### src/rtl/axi_lite_slave_regs.sv
`default_nettype none
// ============================================================================
// Module      : axi_lite_slave_regs
// Description : AXI4-Lite slave register bank with byte-strobe writes and a
//               flat register image. Optional macro AXI_SLAVE_SLVERR_EN makes
//               out-of-range accesses answer SLVERR instead of OKAY.
// Revision    : 1.0 - initial release
// ============================================================================
module axi_lite_slave_regs #(
  parameter int          NUM_REGS  = 8,
  parameter logic [31:0] RESET_VAL = 32'h0000_0000
) (
  input  logic                     ACLK,
  input  logic                     ARESET,
  input  logic                     AWVALID,
  output logic                     AWREADY,
  input  logic [31:0]              AWADDR,
  input  logic                     WVALID,
  output logic                     WREADY,
  input  logic [31:0]              WDATA,
  input  logic [3:0]               WSTRB,
  output logic                     BVALID,
  input  logic                     BREADY,
  output logic [1:0]               BRESP,
  input  logic                     ARVALID,
  output logic                     ARREADY,
  input  logic [31:0]              ARADDR,
  output logic                     RVALID,
  input  logic                     RREADY,
  output logic [31:0]              RDATA,
  output logic [1:0]               RRESP,
  output logic [32*NUM_REGS-1:0]   reg_bus,
  output logic [NUM_REGS-1:0]      wr_pulse
);

  localparam int IDX_W = (NUM_REGS > 1) ? $clog2(NUM_REGS) : 1;

`ifdef AXI_SLAVE_SLVERR_EN
  localparam logic [1:0] c_OOR_RESP = 2'b10;
`else
  localparam logic [1:0] c_OOR_RESP = 2'b00;
`endif

  typedef enum logic [1:0] {W_IDLE = 2'd0, W_HALF = 2'd1, W_RESP = 2'd2} wstate_t;
  typedef enum logic [0:0] {R_IDLE = 1'b0, R_DATA = 1'b1} rstate_t;

  // ---------------- write path ----------------
  wstate_t             r_wstate, w_wstate_nxt;
  logic                r_awready, w_awready_nxt;
  logic                r_wready, w_wready_nxt;
  logic                r_bvalid, w_bvalid_nxt;
  logic [1:0]          r_bresp, w_bresp_nxt;
  logic [29:0]         r_awidx;
  logic [31:0]         r_wdata;
  logic [3:0]          r_wstrb;
  logic [NUM_REGS-1:0] r_wr_pulse, w_wr_pulse_nxt;
  logic [31:0]         r_regs [NUM_REGS];

  logic                w_aw_hs, w_w_hs, w_commit, w_win_range;
  logic [29:0]         w_widx_full;
  logic [IDX_W-1:0]    w_widx;
  logic [31:0]         w_wdata_eff;
  logic [3:0]          w_wstrb_eff;

  assign w_aw_hs     = AWVALID && r_awready;
  assign w_w_hs      = WVALID && r_wready;
  // The half that handshakes this edge is taken live, the other from its latch.
  assign w_widx_full = w_aw_hs ? AWADDR[31:2] : r_awidx;
  assign w_wdata_eff = w_w_hs ? WDATA : r_wdata;
  assign w_wstrb_eff = w_w_hs ? WSTRB : r_wstrb;
  assign w_win_range = (w_widx_full < 30'(NUM_REGS));
  assign w_widx      = w_widx_full[IDX_W-1:0];

  always_comb begin
    w_wstate_nxt  = r_wstate;
    w_awready_nxt = r_awready;
    w_wready_nxt  = r_wready;
    w_bvalid_nxt  = r_bvalid;
    w_bresp_nxt   = r_bresp;
    w_commit      = 1'b0;
    case (r_wstate)
      W_IDLE: begin
        if (w_aw_hs && w_w_hs) begin
          w_commit = 1'b1;
        end else if (w_aw_hs) begin
          w_awready_nxt = 1'b0;
          w_wready_nxt  = 1'b1;
          w_wstate_nxt  = W_HALF;
        end else if (w_w_hs) begin
          w_awready_nxt = 1'b1;
          w_wready_nxt  = 1'b0;
          w_wstate_nxt  = W_HALF;
        end else begin
          w_awready_nxt = 1'b1;
          w_wready_nxt  = 1'b1;
        end
      end
      W_HALF: begin
        if (w_aw_hs || w_w_hs) w_commit = 1'b1;
      end
      W_RESP: begin
        if (BREADY) begin
          w_bvalid_nxt  = 1'b0;
          w_awready_nxt = 1'b1;
          w_wready_nxt  = 1'b1;
          w_wstate_nxt  = W_IDLE;
        end
      end
      default: w_wstate_nxt = W_IDLE;
    endcase
    if (w_commit) begin
      w_awready_nxt = 1'b0;
      w_wready_nxt  = 1'b0;
      w_bvalid_nxt  = 1'b1;
      w_bresp_nxt   = w_win_range ? 2'b00 : c_OOR_RESP;
      w_wstate_nxt  = W_RESP;
    end
  end

  // A pulse doubles as the register write enable; empty strobes give neither.
  always_comb begin
    w_wr_pulse_nxt = '0;
    for (int k = 0; k < NUM_REGS; k++) begin
      if (w_commit && w_win_range && (w_widx == IDX_W'(k)) && (|w_wstrb_eff))
        w_wr_pulse_nxt[k] = 1'b1;
    end
  end

  always_ff @(posedge ACLK) begin
    if (ARESET) begin
      r_wstate   <= W_IDLE;
      r_awready  <= 1'b0;
      r_wready   <= 1'b0;
      r_bvalid   <= 1'b0;
      r_bresp    <= 2'b00;
      r_awidx    <= '0;
      r_wdata    <= '0;
      r_wstrb    <= '0;
      r_wr_pulse <= '0;
      for (int k = 0; k < NUM_REGS; k++) r_regs[k] <= RESET_VAL;
    end else begin
      r_wstate   <= w_wstate_nxt;
      r_awready  <= w_awready_nxt;
      r_wready   <= w_wready_nxt;
      r_bvalid   <= w_bvalid_nxt;
      r_bresp    <= w_bresp_nxt;
      r_wr_pulse <= w_wr_pulse_nxt;
      if (w_aw_hs) r_awidx <= AWADDR[31:2];
      if (w_w_hs) begin
        r_wdata <= WDATA;
        r_wstrb <= WSTRB;
      end
      for (int k = 0; k < NUM_REGS; k++) begin
        for (int b = 0; b < 4; b++) begin
          if (w_wr_pulse_nxt[k] && w_wstrb_eff[b])
            r_regs[k][8*b +: 8] <= w_wdata_eff[8*b +: 8];
        end
      end
    end
  end

  // ---------------- read path ----------------
  rstate_t          r_rstate, w_rstate_nxt;
  logic             r_arready, w_arready_nxt;
  logic             r_rvalid, w_rvalid_nxt;
  logic [31:0]      r_rdata, w_rdata_nxt;
  logic [1:0]       r_rresp, w_rresp_nxt;
  logic             w_ar_hs, w_rin_range;
  logic [IDX_W-1:0] w_ridx;

  assign w_ar_hs     = ARVALID && r_arready;
  assign w_rin_range = (ARADDR[31:2] < 30'(NUM_REGS));
  assign w_ridx      = ARADDR[IDX_W+1:2];

  always_comb begin
    w_rstate_nxt  = r_rstate;
    w_arready_nxt = r_arready;
    w_rvalid_nxt  = r_rvalid;
    w_rdata_nxt   = r_rdata;
    w_rresp_nxt   = r_rresp;
    case (r_rstate)
      R_IDLE: begin
        if (w_ar_hs) begin
          w_arready_nxt = 1'b0;
          w_rvalid_nxt  = 1'b1;
          w_rdata_nxt   = w_rin_range ? r_regs[w_ridx] : 32'h0;
          w_rresp_nxt   = w_rin_range ? 2'b00 : c_OOR_RESP;
          w_rstate_nxt  = R_DATA;
        end else begin
          w_arready_nxt = 1'b1;
        end
      end
      R_DATA: begin
        if (RREADY) begin
          w_rvalid_nxt  = 1'b0;
          w_arready_nxt = 1'b1;
          w_rstate_nxt  = R_IDLE;
        end
      end
      default: w_rstate_nxt = R_IDLE;
    endcase
  end

  always_ff @(posedge ACLK) begin
    if (ARESET) begin
      r_rstate  <= R_IDLE;
      r_arready <= 1'b0;
      r_rvalid  <= 1'b0;
      r_rdata   <= 32'h0;
      r_rresp   <= 2'b00;
    end else begin
      r_rstate  <= w_rstate_nxt;
      r_arready <= w_arready_nxt;
      r_rvalid  <= w_rvalid_nxt;
      r_rdata   <= w_rdata_nxt;
      r_rresp   <= w_rresp_nxt;
    end
  end

  // ---------------- outputs ----------------
  assign AWREADY  = r_awready;
  assign WREADY   = r_wready;
  assign BVALID   = r_bvalid;
  assign BRESP    = r_bresp;
  assign ARREADY  = r_arready;
  assign RVALID   = r_rvalid;
  assign RDATA    = r_rdata;
  assign RRESP    = r_rresp;
  assign wr_pulse = r_wr_pulse;

  for (genvar k = 0; k < NUM_REGS; k++) begin : g_bus
    assign reg_bus[32*k +: 32] = r_regs[k];
  end

  // Byte-offset bits carry no meaning for word registers.
  wire w_unused_addr = ^{AWADDR[1:0], ARADDR[1:0]};

endmodule
`default_nettype wire

### config.mk
export PLATFORM = sky130hd
export DESIGN_NAME = axi_lite_slave_regs
export DESIGN_NICKNAME = d
export VERILOG_FILES = /design/src/rtl/axi_lite_slave_regs.sv
export SDC_FILE = /design/constraint.sdc
export NUM_CORES = 1
export LEC_CHECK = 0
export BUFFER_PORTS_ARGS = -buffer_cell sky130_fd_sc_hd__buf_2
export CAP_MARGIN = 40
export CORE_MARGIN = 2
export CORE_UTILIZATION = 25
export CTS_CLUSTER_SIZE = 24
export DETAILED_ROUTE_END_ITERATION = 8
export GPL_TIMING_DRIVEN = 0
export SKIP_LAST_GASP = 1
export SYNTH_ARGS = -nofsm -noshare
export SYNTH_HDL_FRONTEND = slang
export SYNTH_SLANG_ARGS = --single-unit
### constraint.sdc
create_clock -name ACLK -period 7.65 [get_ports ACLK]
set_clock_uncertainty 0.05 [all_clocks]
set_input_delay 0.3825 -clock ACLK [delete_from_list [all_inputs] [get_ports ACLK]]
set_output_delay 0.3825 -clock ACLK [all_outputs]
set_load 0.03 [all_outputs]
==> impl_metrics.ini <==
[global_routing]
antenna_found_initial = 8
grt_max_degree = 14
overflow = 0
grt_usage_pct = 20.3
grt_pass1_wl_um = 107000
grt_pass1_vias = 14303

[floorplanning]
fp.dieH_um = 272
row_count = 98
core-area_um2 = 71200
start_util_pct = 25.2
dieArea_um2 = 73800
die-width_um = 272
ios = 412

[yosys]
netlist_area_um2 = 17900
syn_avg_cell_area_um2 = 13.8
synthFlopType = edfxtp_1
ys_ff_latch = 370
yosys-top-cells-area = edfxtp_1 43%, nor4b_2 14%, dfxtp_1 13%
synthCells = 1300
synth_enable_flop_cells = 256
yosysWarnings = 0
yosysSeqAreaShare_pct = 55.6
synth_top_area_share_pct = 42.9
synthDominantAreaCellType = edfxtp_1
yosysUniqueCellTypes = 42
synthArstFlopShare_pct = 0

[routing]
drc = 0
routed_wl_um = 77800
first_pass_iters = 5
vias = 14395
viasPerCell = 5.12
wire_per_inst_um = 27.7
ant_nets = 0
drt-initial-drc-count = 1224

[timing]
setup_viol = 0
worstMarginPinSlew_ns = 1.06
finalSetupTns_ns = 0
rsz0062_at_grt = false
hold_viol = 0
drv_slew = 0
timing.hold.ws_ns = 0.0205
slew-limit-headroom_pct = 29.0
finalCriticalPeriod_ns = 3.40
fin_crit_sh_pct = 44.4
fmax_mhz = 294

[worst_setup_path]
max_stage_delay_ns = 0.87
ff2ff_path_depth = 8
cp_slowest_cell = o41ai_2
crit_chain = dlygate4sd3_1, buf_2, nor4_1, nand4_1, a221o_1, buf_2, buf_2, o41ai_2, buf_4
end_kind = flop
start_kind = primary input
arrival_ns = 3.63
r2r_setup_slack_ns = 4.33
path_max_fanout = 10
worst_ep_required_time_ns = 7.89
worst_path_most_repeated_cell = buf_2
worstSetupPathType = in2reg

[power]
leakagePower_nw = 8.06
irDropWorstVdd_uv = 130
cellPowerDensity_nw_per_um2 = 221

[final_layout]
drive_above_1_share_pct = 46.1
syn_to_final_growth_pct = 30.5
nets = 1929
final_common_cell = buf_2
layout_common_cells = 443 x buf_2, 256 x edfxtp_1, 171 x nand2_1, 170 x nor4b_2, 134 x a21oi_1

[clock_network]
path_clk_slew_ns = 0.06
cts_tree = yes
cts_root_buffer = clkbuf_16
cts_made_buffers = 42
post_cts_resized = 0
insertion_delay_ns = 0.58
cts.sinks = 370
post-cts-setup-buffers = 0
h-tree-depth = 2
cts_max_path_buffers = 3

[outcome]
status = complete, no violations

[worst_hold_path]
hold_path.class = in2reg
hold_depth = 3

[run]
drv_cap = 0

[placed_design]
gp_congestion = 0.870
hpwl_um = 62500
port_buffers = 398
stage by stage:
step           worst slack (ns)  power [mW]  instance area (um2)  utilization, %  std cells
2_1_floorplan              4.52        2.82                17900               -       1303
3_3_place_gp               3.16        3.14                21100            29.6       2651
3_5_place_dp               4.12        3.20                21800            30.6       2706
4_1_cts                    4.32        5.19                23400            32.8       2806
5_1_grt                    4.19        5.31                23400            32.8       2807
6_report                   4.25        5.16                23400            32.8       2811
final cells by class:
| type | count | area (um2) |
|---|---|---|
| clock buffer | 58 | 1190 |
| clock inverter | 20 | 155 |
| multi-input combinational | 783 | 7380 |
| inverter | 4 | 15.0 |
| tap | 950 | 1190 |
| buffer | 146 | 786 |
| antenna | 5 | 12.5 |
| fill | 7083 | 47900 |
| sequential | 370 | 9970 |
| timing repair buffer | 475 | 2680 |
where the power goes:
group	switching (mW)	internal, mW
Combinational	0.635	0.250
Clock	0.862	1.14
Sequential	0.0560	2.22
Total	1.55	3.61
path summary, 6_finish.rpt:
kind,start,to
setup reg to reg,WREADY,r_regs[3][21]
hold / removal,AWADDR[22],r_awidx[20]
hold reg to reg,RDATA[11],RDATA[11]
setup / recovery,AWADDR[23],r_regs[3][21]
kinds of logic after synthesis:
kind of cell	synth area share, %
AOI/OAI and AO/OA	7.18
xor gates and xnor gates	0.0489
buffers and inverters	4.47
DFF	55.6
muxes	10.2
other	0.0209
and+or+nand+nor	22.4
sequential cells by signal, indices dropped and copies added, names as in the netlist, 2 cells and up:
name / count
RDATA: 32
r_wstrb: 4
r_regs: 256
r_awidx: 30
r_wstate: 2
r_wdata: 32
wr_pulse: 8
repair_timing:
action | CTS | global route
setup endpoints to repair | 0 | 0
hold endpoints to repair | 22 | 0
hold buffers | 22 | 0
routing by layer:
| metal | wire, um | GRT usage (%) | up-vias |
|---|---|---|---|
| li1 | - | - | 6197 |
| met1 | 30900 | 25.3 | 7319 |
| met2 | 37300 | 33.5 | 718 |
| met3 | 6010 | 4.86 | 149 |
| met4 | 3510 | 8.83 | 12 |
| met5 | 83 | 0 | - |
Yosys cell counts (all sizes together), types with 9 or more instances:
master	number
edfxtp	256
nor4b	200
nand2	172
a21oi	134
dfxtp	114
buf	77
clkbuf	69
mux4	64
mux2i	36
or3	32
a211oi	25
o41ai	24
nor4	16
o31ai	10
a221oi	9
nand3	9
nor2	9
critical path, delay by kind of cell:
kind / cells / cell delay, ns
buffers and inverters: 5 / 1.39
AOI/OAI and AO/OA: 2 / 1.28
and+or+nand+nor: 2 / 0.57
Note: power is estimated with default switching activity, not from simulation.
